$ cat config.mk
export PLATFORM = sky130hd
export DESIGN_NAME = shared_reg_rr_arbiter
export DESIGN_NICKNAME = d
export VERILOG_FILES = /design/src/rtl/shared_reg_rr_arbiter.sv
export SDC_FILE = /design/constraint.sdc
export NUM_CORES = 1
export LEC_CHECK = 0
export CAP_MARGIN = 0
export CORE_UTILIZATION = 40
export CTS_BUF_LIST = sky130_fd_sc_hd__clkbuf_8
export CTS_CLUSTER_SIZE = 24
export DETAILED_ROUTE_END_ITERATION = 7
export GPL_ROUTABILITY_DRIVEN = 1
export PLACE_DENSITY = 0.81
export SLEW_MARGIN = 20
export SYNTH_ARGS = -nofsm -noshare
export SYNTH_HDL_FRONTEND = slang
export SYNTH_SLANG_ARGS = --single-unit
$ cat constraint.sdc
create_clock -name clk -period 1.7 [get_ports clk]
set_input_delay 0.34 -clock clk [delete_from_list [all_inputs] [get_ports clk]]
set_output_delay 0.34 -clock clk [all_outputs]
set_load 0.03 [all_outputs]
$ cat src/rtl/shared_reg_rr_arbiter.sv
`default_nettype none
// ============================================================================
//  Module      : shared_reg_rr_arbiter
//  Description : Round-robin arbiter sharing one W-bit register between N
//                requesters. At most one requester wins per cycle. The
//                winner's data is loaded into q and a one-cycle one-hot grant
//                pulse is returned one cycle later.
//                Optional macro SHARED_REG_LOCK_EN adds a lock[N] input that
//                lets the current winner keep exclusive ownership.
//  Revision    : 1.0 - initial release
// ============================================================================
module shared_reg_rr_arbiter #(
    parameter int N = 4,
    parameter int W = 8
) (
    input  logic                   clk,
    input  logic                   sync_reset,
    input  logic [N-1:0]           req,
    input  logic [N*W-1:0]         wdata,
`ifdef SHARED_REG_LOCK_EN
    input  logic [N-1:0]           lock,
`endif
    output logic [N-1:0]           grant,
    output logic [W-1:0]           q,
    output logic                   q_valid,
    output logic [$clog2(N)-1:0]   owner
);

    localparam int PW = $clog2(N);

    // Round-robin search from index p with wrap at N.
    // Result: {found, index}.
    function automatic logic [PW:0] rr_pick(input logic [N-1:0] r, input logic [PW-1:0] p);
        logic [PW:0] res;
        int          idx;
        res = '0;
        for (int off = 0; off < N; off++) begin
            idx = int'(p) + off;
            if (idx >= N) idx = idx - N;
            if (!res[PW] && r[PW'(idx)]) res = {1'b1, PW'(idx)};
        end
        return res;
    endfunction

    logic [PW-1:0] ptr;
    logic          win;
    logic [PW-1:0] win_idx;
    logic [PW-1:0] next_ptr;
    // hold=1: a lock is active, so only the lock owner may win and ptr freezes
    logic          hold;

`ifdef SHARED_REG_LOCK_EN
    typedef enum logic [0:0] {ST_IDLE = 1'b0, ST_LOCKED = 1'b1} state_t;

    state_t        state;
    state_t        state_next;
    logic [PW-1:0] lock_idx;
    logic [PW-1:0] lock_idx_next;

    // Winner selection; a held lock bypasses the round-robin search
    always_comb begin
        logic [PW:0] pick;
        win     = 1'b0;
        win_idx = '0;
        hold    = (state == ST_LOCKED) && lock[lock_idx];
        pick    = rr_pick(req, ptr);
        if (hold) begin
            if (req[lock_idx]) begin
                win     = 1'b1;
                win_idx = lock_idx;
            end
        end else begin
            win     = pick[PW];
            win_idx = pick[PW-1:0];
        end
    end

    // Lock FSM next state: enter on a locked win, leave when the owner drops lock
    always_comb begin
        state_next    = state;
        lock_idx_next = lock_idx;
        if (!hold) begin
            state_next = ST_IDLE;
            if (win && lock[win_idx]) begin
                state_next    = ST_LOCKED;
                lock_idx_next = win_idx;
            end
        end
    end

    // Lock FSM state register
    always_ff @(posedge clk) begin
        if (sync_reset) begin
            state    <= ST_IDLE;
            lock_idx <= '0;
        end else begin
            state    <= state_next;
            lock_idx <= lock_idx_next;
        end
    end
`else
    // Pure round-robin winner selection
    always_comb begin
        logic [PW:0] pick;
        pick    = rr_pick(req, ptr);
        hold    = 1'b0;
        win     = pick[PW];
        win_idx = pick[PW-1:0];
    end
`endif

    // Pointer moves just past the winner; explicit wrap since N may not be 2^k
    assign next_ptr = (win_idx == PW'(N - 1)) ? '0 : win_idx + 1'b1;

    // Shared register, grant pulse, owner and round-robin pointer
    always_ff @(posedge clk) begin
        if (sync_reset) begin
            grant   <= '0;
            q       <= '0;
            q_valid <= 1'b0;
            owner   <= '0;
            ptr     <= '0;
        end else begin
            grant <= win ? (N'(1) << win_idx) : '0;
            if (win) begin
                q       <= wdata[win_idx*W +: W];
                owner   <= win_idx;
                q_valid <= 1'b1;
                if (!hold) ptr <= next_ptr;
            end
        end
    end

endmodule
`default_nettype wire

After elaboration in Yosys (flattened, before gate mapping)
Index checks and enable logic that the tools add are counted.
{"block": "totals", "regBits": 17, "latch_bits": 0, "mem_bits_rw": 0, "rom_bits": 0, "inputBits": 38, "output_inout_bits": 15, "elab_cells": 53, "mem_count": 0}
{"block": "classes", "addsub": 8, "n_mul": 0, "n_div": 0, "magnitude_cmp": 8, "eq_ne": 1, "shifts": 2, "n_mux": 21, "bitwise": 1, "n_reduce_logical": 7}
{"op": "32-bit by 6-bit indexed part select with 8-bit output", "n": 1}
{"op": "2-bit by 4-bit < comparator with 1-bit output (second input constant)", "n": 4}
{"op": "3-bit two-way mux", "n": 4}
{"op": "2-bit two-way mux", "n": 5}
{"op": "3-bit >= comparator (second input constant)", "n": 3}
{"op": "1-bit binary-select mux with 2-bit select", "n": 4}
{"op": "1-bit two-way mux", "n": 8}
{"op": "2-bit by 1-bit subtractor with 2-bit output (second input constant)", "n": 4}
{"op": "2-bit by 2-bit adder with 3-bit output (second input constant)", "n": 2}
{"op": "1-bit by 2-bit left shift with 4-bit output (first input constant)", "n": 1}
{"op": "2-bit by 1-bit adder with 3-bit output (second input constant)", "n": 1}
{"op": "2-bit by 3-bit >= comparator with 1-bit output (second input constant)", "n": 1}
{"op": "1-bit logical AND", "n": 3}
{"op": "1-bit logical NOT", "n": 3}
{"op": "2-bit by 1-bit adder with 2-bit output (second input constant)", "n": 1}
{"op": "2-bit equality test (second input constant)", "n": 1}
{"op": "2-bit OR reduction", "n": 1}
{"op": "1-bit inverter", "n": 1}

Depth between registers and ports, before layout
Gate-level depths: netlist (run 1).
{"block": "depth", "depth_word": 17, "ltp_mapped": 8, "ltp_nobuf": 5}

Worst setup path before layout (run 1)
Ideal clock, no wire load.
{"block": "synth_path", "path_kind": "reg2reg", "start": "register ptr[1]", "end": "register q[4]", "setup_time_ns": 0.122, "arrival_ns": 1.406, "required_time_ns": 1.578, "path_slack_ns": 0.171, "path_stages_with_launch": 9, "n_path_buf": 3, "synth_period_minus_slack_ns": 1.529, "cell_sequence": "dfxtp_1 > buf_6 > mux2i_1 > or2_1 > buf_6 > nand3_4 > buf_12 > a211oi_2 > o31ai_1"}
{"block": "synth_between", "elab_chain_cells": 16, "word_cells_on_any_way": 38, "cone_classes": "add/sub: 7; order compare: 4; shift: 1; mux: 20; reduce/logical: 6"}
{"element": "from (decl)", "line_no": "45", "rtl": "logic [PW-1:0] ptr;"}
{"element": "from (signal assigned)", "line_no": "129", "rtl": "if (!hold) ptr <= next_ptr;"}
{"element": "parallel branches: the longest is 14 deep, another holds 2-bit by 1-bit adder with 3-bit output"}
{"element": "3-bit two-way mux *", "line_no": "40", "rtl": "if (!res[PW] && r[PW'(idx)]) res = {1'b1, PW'(idx)};"}
{"element": "32-bit by 6-bit indexed part select with 8-bit output", "line_no": "126", "rtl": "q <= wdata[win_idx*W +: W];"}
{"element": "to (signal assigned)", "line_no": "126"}
{"element": "to (decl)", "line_no": "24", "rtl": "output logic [W-1:0] q,"}
Mark *: on every way between the ends. The select of a mux whose other input is x is not followed.
A chain may end at the register's enable or synchronous reset.

Final worst setup path (run 1)
{"block": "layout_path", "start": "input port req[1]", "end": "register q[4]"}
{"block": "layout_between", "elab_chain_cells": 14, "word_cells_on_any_way": 23, "cone_classes": "shift: 1; mux: 16; reduce/logical: 6"}
{"element": "from (decl)", "line_no": "18", "rtl": "input logic [N-1:0] req,"}
{"element": "1-bit binary-select mux with 2-bit select", "line_no": "40"}
{"element": "1-bit two-way mux (implied by the code) (2 in series)", "line_no": "40"}
{"element": "3-bit two-way mux", "line_no": "40"}
{"element": "1-bit logical NOT", "line_no": "40"}
{"element": "1-bit logical AND", "line_no": "40"}
{"element": "3-bit two-way mux", "line_no": "40"}
{"element": "1-bit logical NOT", "line_no": "40"}
{"element": "1-bit logical AND", "line_no": "40"}
{"element": "3-bit two-way mux", "line_no": "40"}
{"element": "1-bit logical NOT", "line_no": "40"}
{"element": "1-bit logical AND", "line_no": "40"}
{"element": "3-bit two-way mux *", "line_no": "40"}
{"element": "32-bit by 6-bit indexed part select with 8-bit output", "line_no": "126"}
Mark *: on every way between the ends. The rest lies on a longest branch, timed or not. The select of a mux whose other input is x is not followed.

==> impl_metrics.yaml, run 1 <==
clock_network:
  cts_sinks: 17
  clk_path_buf_depth: 2
  root_buffer: "clkbuf_8"
  cts_tree: "done"
  postCtsHoldBufs: 0
  h-tree-depth: 1
  cts_buffers: 3
  worstSkewPairLatency_ns: 0.26
  clkTransAtPathRegs_ns: 0.07
power_and_ir_drop:
  total_power_mw: 1.552
  leakagePower_nw: 0.6887
  irDropWorstVdd_v: 0.0006216
  power_density_nw_per_um2: 857.6
placed_design:
  place_hpwl_mm: 2.388
  dp_cells: 205
  globalplace.congestion: 0.8375
  pre_cts_ws_ns: -0.3691
  port-buffer-count: 52
global_route:
  grt_pass1_wl_mm: 5.809
  antenna_found_initial: 0
  grt_max_degree: 13
  grt_util_all_layers_pct: 29.41
  grt_pass1_vias: 1240
  grt_overflow_total: 0
final_layout:
  drive_above_1_share_pct: 26.63
  multi_input_area_um2: 700.7
  area_growth_pct: 77.64
  nNetsFinal: 223
  fin_cells: 212
  fillCellCount: 154
  diodes: 0
  ff_latch_area_um2: 344.1
synth:
  synthArstFlopShare_pct: 0
  yosysSeqAreaShare_pct: 33.42
  syn_nets: 151
  yosysTopAreaCell: "dfxtp_1"
  synth-seq-cells: 17
  ys_top_cells_by_area: "dfxtp_1 33%, o31ai_1 5.9%, mux2i_1 4.9%"
  syn_area_um2: 1018
  synth_top_area_share_pct: 33.42
  ys.flop_type: "dfxtp_1"
  ys_types: 32
  synth_cells: 113
  synth_commonest_cells: "17 x dfxtp_1, 12 x nand2_1, 8 x o31ai_1"
  avgSynthCellArea_um2: 9.013
  synth_edf_count: 0
  yosysWarnings: 0
  synthMostInstantiatedCell: "dfxtp_1"
floorplanning:
  rows: 17
  die_y_um: 52.46
  initial_core_util_pct: 44.34
  coreArea_um2: 2297
  die_x_um: 52.46
  ioPinCount: 53
  die_area_um2: 2752
timing:
  fin_tns_setup_ns: -0.004262
  tightest_slew_ns: 0.3943
  setup_slack_ns: -0.004262
  fmaxAchievable_ghz: 0.5868
  layout_min_cycle_time_ns: 1.704
  hold_viol: 0
  rsz0062_at_grt: "yes"
  slew_headroom_pct: 73.69
  fin_crit_sh_pct: 100.3
  fin_hold_ws_ns: 0.4564
  skew_ns: 0.005234
  final-setup-viol-count: 1
  slew_violations: 0
critical_path:
  crit_path_start_kind: "input port"
  crit_path_top_delay_cell: "clkdlybuf4s50_1"
  crit_fanout: 6
  startpoint: "req[1]"
  cp_data_required_time_ns: 1.85
  timing.rr.start: "ptr[1]"
  end_kind: "flip-flop"
  critPathKind: "in -> reg"
  cp_data_arrival_time_ns: 1.86
  slowest_delay_ns: 0.50
  path_cells: "clkdlybuf4s50_1, a21oi_1, o21a_1, o22ai_2, buf_4, a211oi_2, o31ai_1"
job:
  drv_cap: 0
detailed_routing:
  drt-initial-drc-count: 52
  totalWireLength_mm: 3.863
  ant_nets: 0
  avgRoutedWirePerCell_um: 18.22
  vias: 1293
  avgViaCountPerCell: 6.099
  drc: 0
  dr.pass1.iters: 5
min_path:
  hp-class: "reg -> reg"
  worstHoldStart: "q[5]"
outcome:
  status: "complete, but fails checks"
  violations: "setup timing"
-- where the power goes --
group / leakage [nW] / internal (mW) / switching, mW
Sequential: 0.142 / 0.460 / 0.0422
Combinational: 0.522 / 0.355 / 0.384
Clock: 0.0255 / 0.163 / 0.148
-- timing repair --
action,CTS,global route
resized for setup,12,11
setup buffers,1,0
setup endpoints to repair,10,9
cloned,1,1
pin swaps,1,0
endpoints found under the hold margin,0,0
-- area by class of cell --
class / instances / share of cell area [%]
repair buffers: 74 / 37.55
well taps: 28 / 1.936
clock buffers: 3 / 2.282
multi-input cells: 88 / 38.73
inverters: 1 / 0.2075
clock inverters: 1 / 0.2766
flip-flops and latches: 17 / 19.02
-- sequential cells by signal, summed over array words and instances, names as in the netlist --
register / flops
q: 8
owner: 2
ptr: 2
q_valid: 1
grant: 4
-- cells by family (layout without fill, tap and decap cells) --
| logic type | after synthesis | count (layout) | share of synthesized area (%) |
|---|---|---|---|
| xor gates and xnor gates | 1 | 1 | 0.8601 |
| DFF | 17 | 17 | 33.42 |
| muxes | 5 | 5 | 4.914 |
| AOI/OAI and AO/OA | 35 | 35 | 26.90 |
| and+or+nand+nor | 46 | 47 | 26.41 |
| buffers and inverters | 9 | 79 | 7.493 |
-- per-layer routing --
layer,GRT usage [%],part of all wire (%),vias up
li1,-,-,581
met1,36.86,39,596
met2,48.31,48,100
met3,6.087,10,16
met4,12.28,3.1,0
met5,0,0,-
-- worst max-delay path, delay by kind of cell --
kind                   cells  cell delay, ns
buffers and inverters      2            0.71
AO/OA/AOI/OAI              5            0.80
-- cell usage in the layout, fill, tap and decap left out, types with 2 or more instances in the layout --
cell type,n
nand3_4,2
clkdlybuf4s50_1,49
nor3_1,6
o31ai_1,7
dlygate4sd2_1,3
buf_4,21
nand2_1,12
clkbuf_8,3
nand3b_1,5
nor2_1,4
nor2_2,2
dfxtp_1,16
nand4_1,4
a21oi_1,4
a211oi_2,5
and4_1,4
a211oi_1,4
a211o_1,4
o211ai_1,4
mux2i_1,4
-- metrics by stage --
| step | instance area (µm²) | util [%] |
|---|---|---|
| 5_1_grt | 1809 | 78.76 |
| 4_1_cts | 1752 | 76.25 |
| 2_1_floorplan | 1018 | - |
| 3_5_place_dp | 1652 | 71.90 |
| 6_report | 1809 | 78.76 |
| 3_3_place_gp | 1652 | 71.90 |
-- path summary, 6_finish.rpt --
kind | depth (start not counted) | slack (ns) | endpoint
worst max-delay path | 7 | -0.004 | q[4]
worst min-delay path | 2 | 0.46 | q[5]
worst max register to register | 7 | 0.03 | q[4]
worst min register to register | 2 | 0.46 | q[5]
Note: power is estimated with default switching activity, not from simulation.
==> run 2: changes to the inputs <==
- RECOVER_POWER: default -> 25
==> run 2 against run 1 <==
Effect of this change: the run still ends with setup timing left; sequential power about the same; critical endpoint unchanged; clock skew about the same; final area decreased by 0.14%.
==> impl_metrics.yaml, run 2 (synthesis results as in run 1) <==
placed_design:
  dpl-instance-area_um2: 1652
  globalplace.congestion: 0.8375
  port-buffer-count: 52
  place_hpwl_mm: 2.388
final_layout:
  area_growth_pct: 77.40
  drive_above_1_share_pct: 26.63
  top_regs: "q (8), grant (4)"
  fin_area_um2: 1807
  diodes: 0
  final_common_cell: "clkdlybuf4s50_1"
  mostFrequentLayoutCells: "49 x clkdlybuf4s50_1, 20 x buf_4, 16 x dfxtp_1"
  nNetsFinal: 223
  fillCellCount: 155
  regMostFlops: "q"
  largest_register_ff_count: 8
timing:
  slew_violations: 0
  fin_tns_setup_ns: -0.001334
  rsz0062_at_grt: "yes"
  fmaxAchievable_ghz: 0.5878
  final-setup-viol-count: 1
  hold_viol: 0
  slew_headroom_pct: 73.69
  fin_crit_sh_pct: 100.1
  skew_ns: 0.005233
  layout_min_cycle_time_ns: 1.701
  tightest_slew_ns: 0.3943
  setup_slack_ns: -0.001334
critical_path:
  crit_path_start_kind: "input port"
  crit_path_top_delay_cell: "clkdlybuf4s50_1"
  slowest_delay_ns: 0.50
  cp_data_arrival_time_ns: 1.86
  crit_buf_inv: 2
  end_kind: "flip-flop"
  crit_fanout: 6
  critical_path.top_delay_family: "compound AO/OA/AOI/OAI gates"
  path_cells: "clkdlybuf4s50_1, a21oi_1, o21a_1, o22ai_2, buf_4, a211oi_2, o31ai_1"
  cp_data_required_time_ns: 1.85
  critPathKind: "in -> reg"
power_and_ir_drop:
  irDropWorstVdd_v: 0.0006216
  leakagePower_nw: 0.6880
  total_power_mw: 1.551
  power_density_nw_per_um2: 858.5
detailed_routing:
  totalWireLength_mm: 3.860
  drc: 0
  drt-initial-drc-count: 52
  avgViaCountPerCell: 6.094
  vias: 1292
  avgRoutedWirePerCell_um: 18.21
  dr.pass1.iters: 5
  ant_nets: 0
floorplanning:
  die_x_um: 52.46
  coreArea_um2: 2297
  die_y_um: 52.46
  die_area_um2: 2752
  rows: 17
  initial_core_util_pct: 44.34
  ioPinCount: 53
clock_network:
  clk_path_buf_depth: 2
  root_buffer: "clkbuf_8"
  worstSkewPairLatency_ns: 0.26
  cts_sinks: 17
  cts_buffers: 3
  clkTransAtPathRegs_ns: 0.07
  cts_tree: "done"
  h-tree-depth: 1
  postCtsHoldBufs: 0
outcome:
  violations: "setup timing"
  status: "complete, but fails checks"
global_route:
  grt_pass1_wl_mm: 5.809
  grt_util_all_layers_pct: 29.41
  grt_overflow_total: 0
  grt_pass1_vias: 1240
  grt_max_degree: 13
  antenna_found_initial: 0
min_path:
  hp-class: "reg -> reg"
job:
  drv_cap: 0
run 2: worst paths after layout:
path                              from    to  slack (ns)  cells past startpoint
worst max-delay path            req[1]  q[4]      -0.001                      7
worst min register to register    q[5]  q[5]        0.46                      2
worst max register to register  ptr[1]  q[4]        0.03                      7
worst min-delay path              q[5]  q[5]        0.46                      2
run 2: power breakdown:
group	switching, mW	internal [mW]	total [mW]
logic	0.384	0.354	0.738
clock network	0.148	0.163	0.311
registers	0.0422	0.460	0.502
total	0.574	0.977	1.55
run 2: per-stage QoR:
step           instances  utilization [%]  hold WS, ns  setup WS (ns)
6_report             212            78.65       0.4564      -0.001334
5_1_grt              212            78.65       0.4898       -0.03599
4_1_cts              211            76.25       0.4616        0.03543
3_5_place_dp         205            71.90       0.4435        -0.3691
3_3_place_gp         205            71.90       0.4366        -0.2867
2_1_floorplan        113                -       0.4961         0.1712
run 2: cell type report:
cell class,instances,area (µm²),share of cell area [%]
tap,28,35.03,1.939
clock buffer,3,41.29,2.285
multi-input combinational,88,700.7,38.78
inverter,1,3.754,0.2078
clock inverter,1,5.005,0.2770
timing repair buffer,74,676.9,37.47
sequential,17,344.1,19.04
run 2: worst min-delay path: stages, from the launching register on:
cell	delay [ns]
dfxtp_1	0.33
nand2_1	0.05
o31ai_1	0.05
run 2: metal layers:
metal	vias to the layer above	routed length [µm]	track usage, %
met2	100	1833	48.31
met3	16	397	6.087
li1	581	-	-
met5	-	0	0
met4	0	121	12.28
met1	595	1508	36.86
run 2: repair_timing:
| item | 4_1_cts | 5_1_grt |
|---|---|---|
| gates resized for setup | 12 | 11 |
| gates cloned | 1 | 1 |
| pin swaps | 1 | 0 |
| endpoints found under the setup margin | 10 | 9 |
| setup buffers | 1 | 0 |
